File: src/rtl/hilo_pkg.sv
// Shared types and constants for the HI/LO issue controller.
// HILO_STALL_CNT_EN in hilo_issue adds a stall-cycle counter output.
package hilo_pkg;

   typedef enum logic [3:0] {
      HILO_NONE  = 4'd0,
      HILO_MULT  = 4'd1,
      HILO_DIV   = 4'd2,
      HILO_MULTU = 4'd3,
      HILO_DIVU  = 4'd4,
      HILO_MTHI  = 4'd5,
      HILO_MTLO  = 4'd6,
      HILO_MFHI  = 4'd7,
      HILO_MFLO  = 4'd8
   } hilo_op_t;

   localparam logic [2:0] CTR_MULT  = 3'd0;
   localparam logic [2:0] CTR_DIV   = 3'd1;
   localparam logic [2:0] CTR_MULTU = 3'd2;
   localparam logic [2:0] CTR_DIVU  = 3'd3;

   localparam logic [1:0] WR_NONE = 2'd0;
   localparam logic [1:0] WR_HI   = 2'd1;
   localparam logic [1:0] WR_LO   = 2'd2;

   typedef enum logic [2:0] {
      ST_IDLE  = 3'd0,
      ST_ISSUE = 3'd1,
      ST_ARM   = 3'd2,
      ST_BUSY  = 3'd3,
      ST_WRITE = 3'd4
   } hilo_state_t;

   function automatic logic is_md_op(input hilo_op_t op);
      return (op == HILO_MULT) || (op == HILO_DIV) ||
             (op == HILO_MULTU) || (op == HILO_DIVU);
   endfunction

   function automatic logic [2:0] op_to_ctr(input hilo_op_t op);
      case (op)
         HILO_DIV:   return CTR_DIV;
         HILO_MULTU: return CTR_MULTU;
         HILO_DIVU:  return CTR_DIVU;
         default:    return CTR_MULT;
      endcase
   endfunction

endpackage

File: src/rtl/hilo_issue.sv
// Issue/hazard controller in front of the mod_mult HI/LO unit.
// Optional feature: define HILO_STALL_CNT_EN to add the stall_cnt output.
module hilo_issue
   import hilo_pkg::*;
#(
   parameter int ARM_WAIT = 2
) (
   input  logic        clk,
   input  logic        rst_n,
   input  logic        ex_valid,
   input  hilo_op_t    ex_op,
   input  logic [31:0] ex_rs,
   input  logic [31:0] ex_rt,
   input  logic        flush,
   input  logic        mult_busy,
   input  logic [31:0] HI,
   input  logic [31:0] LO,
   output logic [31:0] C,
   output logic [31:0] D,
   output logic [2:0]  mult_ctr,
   output logic [1:0]  mult_write,
   output logic        start,
   output logic        stall,
   output logic [31:0] hilo_rdata
`ifdef HILO_STALL_CNT_EN
   ,
   output logic [31:0] stall_cnt
`endif
);

   localparam int CW = (ARM_WAIT > 1) ? $clog2(ARM_WAIT) : 1;
   localparam logic [CW-1:0] ARM_LAST = CW'(ARM_WAIT - 1);

   hilo_state_t   r_state;
   hilo_state_t   w_next;
   logic [31:0]   r_c;
   logic [31:0]   r_d;
   logic [2:0]    r_ctr;
   logic [1:0]    r_wsel;
   logic [CW-1:0] r_arm_cnt;

   logic w_req;
   logic w_accept;
   logic w_md;
   logic w_mt;

   // The unit itself is never reset, so mult_busy gates acceptance even in IDLE.
   assign w_req    = ex_valid & ~flush & (ex_op != HILO_NONE);
   assign w_accept = w_req & (r_state == ST_IDLE) & ~mult_busy;
   assign w_md     = w_accept & is_md_op(ex_op);
   assign w_mt     = w_accept & ((ex_op == HILO_MTHI) || (ex_op == HILO_MTLO));
   assign stall    = w_req & ~w_accept;

   assign C        = r_c;
   assign D        = r_d;
   assign mult_ctr = r_ctr;

   always_ff @(posedge clk or negedge rst_n) begin
      if (!rst_n) begin
         r_state <= ST_IDLE;
      end else begin
         r_state <= w_next;
      end
   end

   always_comb begin
      w_next     = r_state;
      start      = 1'b0;
      mult_write = WR_NONE;
      hilo_rdata = '0;
      case (r_state)
         ST_IDLE: begin
            if (w_md) begin
               w_next = ST_ISSUE;
            end else if (w_mt) begin
               w_next = ST_WRITE;
            end
         end
         ST_ISSUE: begin
            start  = 1'b1;
            w_next = ST_ARM;
         end
         ST_ARM: begin
            // Busy rises a cycle after start; give up if it never does.
            if (mult_busy) begin
               w_next = ST_BUSY;
            end else if (r_arm_cnt == ARM_LAST) begin
               w_next = ST_IDLE;
            end
         end
         ST_BUSY: begin
            if (!mult_busy) begin
               w_next = ST_IDLE;
            end
         end
         ST_WRITE: begin
            mult_write = r_wsel;
            w_next     = ST_IDLE;
         end
         default: w_next = ST_IDLE;
      endcase
      if (w_accept && (ex_op == HILO_MFHI)) begin
         hilo_rdata = HI;
      end else if (w_accept && (ex_op == HILO_MFLO)) begin
         hilo_rdata = LO;
      end
   end

   always_ff @(posedge clk or negedge rst_n) begin
      if (!rst_n) begin
         r_c       <= '0;
         r_d       <= '0;
         r_ctr     <= CTR_MULT;
         r_wsel    <= WR_NONE;
         r_arm_cnt <= '0;
      end else begin
         if (w_md) begin
            r_c   <= ex_rs;
            r_d   <= ex_rt;
            r_ctr <= op_to_ctr(ex_op);
         end else if (w_mt) begin
            r_c    <= ex_rs;
            r_wsel <= (ex_op == HILO_MTHI) ? WR_HI : WR_LO;
         end
         if (r_state != ST_ARM) begin
            r_arm_cnt <= '0;
         end else if (!mult_busy) begin
            r_arm_cnt <= r_arm_cnt + CW'(1);
         end
      end
   end

`ifdef HILO_STALL_CNT_EN
   logic [31:0] r_stall_cnt;

   always_ff @(posedge clk or negedge rst_n) begin
      if (!rst_n) begin
         r_stall_cnt <= '0;
      end else if (stall) begin
         r_stall_cnt <= r_stall_cnt + 32'd1;
      end
   end

   assign stall_cnt = r_stall_cnt;
`endif

endmodule

File: config.mk
export PLATFORM = sky130hd
export DESIGN_NAME = hilo_issue
export DESIGN_NICKNAME = d
export VERILOG_FILES = /design/src/rtl/hilo_pkg.sv /design/src/rtl/hilo_issue.sv
export SDC_FILE = /design/constraint.sdc
export NUM_CORES = 1
export LEC_CHECK = 0
export ABC_CLOCK_PERIOD_IN_PS = 2300
export CORE_ASPECT_RATIO = 0.6
export CORE_UTILIZATION = 35
export DETAILED_ROUTE_END_ITERATION = 10
export PLACE_DENSITY_LB_ADDON = 0.1
export SETUP_SLACK_MARGIN = 0.02
export SKIP_LAST_GASP = 1
export SLEW_MARGIN = 10
export SYNTH_ARGS = -nofsm -noshare
export SYNTH_HDL_FRONTEND = slang
export SYNTH_SLANG_ARGS = --single-unit
File: constraint.sdc
create_clock -name clk -period 2.3 [get_ports clk]
set_input_delay 0.345 -clock clk [delete_from_list [all_inputs] [get_ports clk]]
set_output_delay 0.345 -clock clk [all_outputs]
set_load 0.01 [all_outputs]
# == After elaboration in Yosys (flattened, before gate mapping) ==
# Index checks and enable logic that the tools add are counted.
# word_totals
output_inout_bits,103
regBits,73
input_bits,137
# classes
reduce_logical,11
bitwise_logic,11
n_eq_ne,17
n_mux,16
n_addsub,1
# ops
cell,count
32-bit 2-to-1 mux,4
4-bit by 3-bit == test with 1-bit output (second input constant),4
3-bit 2-to-1 mux,5
3-bit one-hot mux with 4 select lines,1
4-bit by 2-bit == test with 1-bit output (second input constant),2
1-bit AND,7
3-bit by 2-bit == test with 1-bit output (second input constant),2
3-bit inequality test (second input constant),2
2-bit one-hot mux with 3 select lines,1
4-bit by 1-bit == test with 1-bit output (second input constant),1
4-bit == test (second input constant),1
1-bit logical OR,4
2-bit 2-to-1 mux,2
1-bit NOT,4
4-bit nonzero test,1
3-bit by 1-bit == test with 1-bit output (second input constant),1
3-bit == test (second input constant),1
3-bit zero test,1
1-bit 2-to-1 mux,3
3-bit by 2-bit inequality test with 1-bit output (second input constant),1
3-bit AND reduction,1
1-bit logical AND,2
2-bit by 1-bit inequality test with 1-bit output (second input constant),1
2-bit inequality test (second input constant),1
other kinds (3),3

# == Depth between registers and ports, before layout ==
# Gate-level depths: netlist of run 1.
# depth
depth_word,9
depth_mapped,7
mapped_depth_nobuf,4

# == Worst setup path after synthesis of run 1 ==
# Ideal clock, no wire load.
# synth_path
kind,register to register
start,register r_state[0]
end,register r_c[10] (netlist: C[10])
synth_period_minus_slack_ps,2060
setup_slack_ps,240
path_stages_with_launch,7
t_arrival_ps,1935
cell_sequence,dfrtp_1 > nor4_4 > nand4bb_1 > or4_1 > buf_4 > buf_8 > mux2_4
# synth_via
elab_chain_cells,5
word_cells_on_any_way,7
cone_classes,mux: 1; bitwise: 4; reduce/logical: 2
# synth_lines
item,line_no,rtl
from (decl),hilo_issue.sv:34,hilo_state_t r_state;
from (signal assigned),hilo_issue.sv:62,r_state <= w_next;
3-bit zero test (*),hilo_issue.sv:49,assign w_accept = w_req & (r_state == ST_IDLE) & ~mult_busy;
1-bit AND (*) (2 in series),hilo_issue.sv:49,
"1-bit AND, on equally long branches","hilo_issue.sv:50, hilo_issue.sv:51",
32-bit 2-to-1 mux / 2-bit nonzero test (equally long branches),-,
to (signal assigned),hilo_issue.sv:118,r_c <= ex_rs;
to (signal assigned),hilo_issue.sv:122,r_c <= ex_rs;
to (decl),hilo_issue.sv:36,logic [31:0] r_c;
# Mark *: on every way between the ends. The rest lies on a longest branch, timed or not.
# A chain may end at the register's enable or synchronous reset.

# == Final worst setup path of run 1 ==
# layout_path
start,register r_state[0]
end,output hilo_rdata[5]
# layout_via
elab_chain_cells,6
word_cells_on_any_way,7
cone_classes,mux: 2; bitwise: 2; reduce/logical: 3
# layout_lines
item,line_no,rtl
3-bit zero test (*),hilo_issue.sv:49,
1-bit AND (*) (2 in series),hilo_issue.sv:49,
1-bit logical AND,hilo_issue.sv:104,end else if (w_accept && (ex_op == HILO_MFLO)) begin
32-bit 2-to-1 mux,hilo_issue.sv:104,
32-bit 2-to-1 mux (*),hilo_issue.sv:102,if (w_accept && (ex_op == HILO_MFHI)) begin
to (decl),hilo_issue.sv:24,output logic [31:0] hilo_rdata
# Marks and branches as above.

==> reports/results.ini, run 1 <==
[run]
maxCapViolCount=0

[placed_design]
place_area_um2=6090
dp_slack_ns=-0.433
io_buffers=238
dp_hpwl_um=8220
gp_congestion=0.744

[routing]
drtIter0Drc=153
dr_wl_met2_um=5340
vias=3127
drt-total-wl_um=11500
drc_errors=0
dr_wl_met3_um=916
avgRoutedWirePerCell_um=17.3
drt-pass1-iter-count=4
viasPerCell=4.72
top_layer_used=met4
ant_nets=0
wl_met1_um=5120

[clock_network]
clock-root-buffer=clkbuf_16
clockBufferDepth=2
cts_tree=built
htree_levels=3
insertion_delay_ns=0.33
clock-sinks=72
clkTransAtPathRegs_ns=0.06
numCtsBuffers=9

[worst_setup_path]
cp_slowest_stage_delay_ns=0.40
worstPathRequired_ns=1.96
cp.arrival_ns=1.89
critical_path_buf_inv_count=2
path_class=reg -> out
critPathLaunchType=flop
path_delay_family=simple AND/OR/NAND/NOR gates
crit_chain=nor4_4 -> nand4bb_4 -> buf_12 -> nor2_1 -> clkdlybuf4s15_1
slowest_stage=dfrtp_1
end_kind=primary output
critPathMaxFanout=16

[timing]
fin_ws_ns=0.0660
period_minus_slack_ns=2.23
timing.fmax_ghz=0.448
slew_viol_final=0
setup_tns_ns=0
hold_viol_final=0
rsz0062_at_grt=true
finalCritPeriodShare=0.971
finalClockSkew_ns=0.00405
setup_viol=0

[yosys]
synth_fp_nets=405
avgSynthCellArea_um2=12.8
yosys-top-cells-area=dfrtp_1 53%, mux2_4 13%, mux2_1 11%
netlist_area_um2=3430
yosys_warnings=0
synth_top_area_share=0.526
synth-seq-cells=72
synthCells=268
ys_types=36
synth-seq-area-share=0.526
yosysTopAreaCell=dfrtp_1

[grt]
track_usage=0.228
grt_pass1_wl_um=17500
grt_max_degree=32
antenna_found_initial=0
overflow=0
grt_pass1_vias=3351

[floorplanning]
core_um2=9320
die_x_um=130
num_io_pins=240
initial_utilization=0.368
fp-row-count=27
die-area_um2=10200
die_h_um=78.7

[cells_and_area]
nets=665
drive_gt1_frac=0.218
fillers=682
num_antenna_cells=0
syn2layout_area_growth_pct=94.0
multi_input_area_um2=1550
final_area_um2=6650
seqCellArea_um2=1800

[run_status]
outcome=completed

[power_and_ir_drop]
ir_drop_v=0.000591
p_leak_nw=2.91
powerDensity_nw_per_um2=925
power_mw=6.15

[hold_path]
hold_path_class=in -> async

## Yosys cell counts
library cell	number
dfrtp_1	72
nor2_1	38
a22oi_1	32
mux2_1	32
mux2_4	30
clkbuf_1	13
nor3_1	7
buf_2	4
mux2_2	4
and3_1	3
buf_8	3
a21oi_1	2
buf_4	2
nand2_1	2
nand2b_1	2
xnor2_1	2
a2bb2oi_1	1
a32oi_1	1
and2_1	1
conb_1	1
inv_1	1
nand3_1	1
nand4bb_1	1
nor2b_1	1
nor3b_1	1
nor4_1	1
nor4_4	1
nor4b_1	1
o21a_1	1
o21ai_0	1
o22a_1	1
o31a_1	1
o31ai_1	1
or2_2	1
or4_1	1
xor2_1	1
## layer usage
metal  vias to the layer above  track usage
li1                       1491            -
met5                         -            0
met1                      1498        0.282
met3                        10       0.0838
met2                       128        0.376
met4                         0       0.0558
## logic make-up after synthesis
logic type / after synthesis / synth area share
compound gates: 41 / 0.0891
xor+xnor: 3 / 0.00767
buf+inv: 23 / 0.0387
flops: 72 / 0.526
mux: 66 / 0.250
other cells: 1 / 0.00109
simple gates: 62 / 0.0883
## through the flow
stage                     hold slack [ns]  std cells   util
after floorplan                    0.0494        268      -
after global placement              0.308        637  0.653
after detailed placement            0.305        637  0.653
after CTS                           0.488        663  0.714
after global routing                0.500        663  0.713
final                               0.478        663  0.713
## power by group
part,internal [mW],switching (mW)
Clock,0.973,0.527
Sequential,1.81,0.313
Combinational,1.68,0.848
## sequential cells by signal (all words and copies together) (netlist names)
register	count
C	32
D	32
mult_ctr	2
r_arm_cnt	1
r_state	3
r_wsel	2
## path summary, 6_finish.rpt
path,start,cells past startpoint,endpoint,slack (ns)
worst min-delay path,rst_n,2,C[12],0.48
max in group asynchronous,rst_n,3,C[7],1.19
min in group clk,D[22],1,D[22],0.49
worst max-delay path,r_state[0],5,hilo_rdata[5],0.07
worst max register to register,r_state[0],5,C[25],0.07
worst min register to register,D[22],1,D[22],0.49
## worst register-to-register path: cells and delay by family, from the launching register on
kind          cells  cell delay [ns]
mux               1             0.31
flops             1             0.40
simple gates      3             1.08
buf+inv           1             0.33
## cell usage in the layout (no fill, tap or decap), drive strengths merged, types with 2 or more instances in the layout
cell / n
a21oi: 2
a22oi: 32
and3: 3
buf: 33
bufbuf: 3
bufinv: 2
clkbuf: 12
clkdlybuf4s15: 27
clkdlybuf4s50: 199
clkinv: 3
dfrtp: 72
dlygate4sd2: 6
mux2: 66
nand2: 2
nand2b: 2
nor2: 38
nor3: 7
nor4: 2
xnor2: 2
## cell type report
type	instances	area share
Timing Repair Buffer	271	0.423
Clock inverter	6	0.0124
Multi-Input combinational cell	173	0.233
Sequential cell	72	0.271
Clock buffer	10	0.0359
Inverter	1	0.000564
Tap cell	130	0.0245
## repair_timing
item / CTS / global route
resized for setup: 107 / 3
pin swaps: 5 / 2
hold endpoints to repair: 29 / 0
buffers inserted: 4 / 0
setup endpoints to repair: 65 / 32
hold buffers: 1 / 0
gates cloned: 5 / 0
Power figures use the tool's default switching activity.
==> run 2, diff against run 1 <==
- CTS_CLUSTER_SIZE: not set -> 40
==> results of run 2 <==
The final DEF is identical to that of run 1; final timing and power are the same.
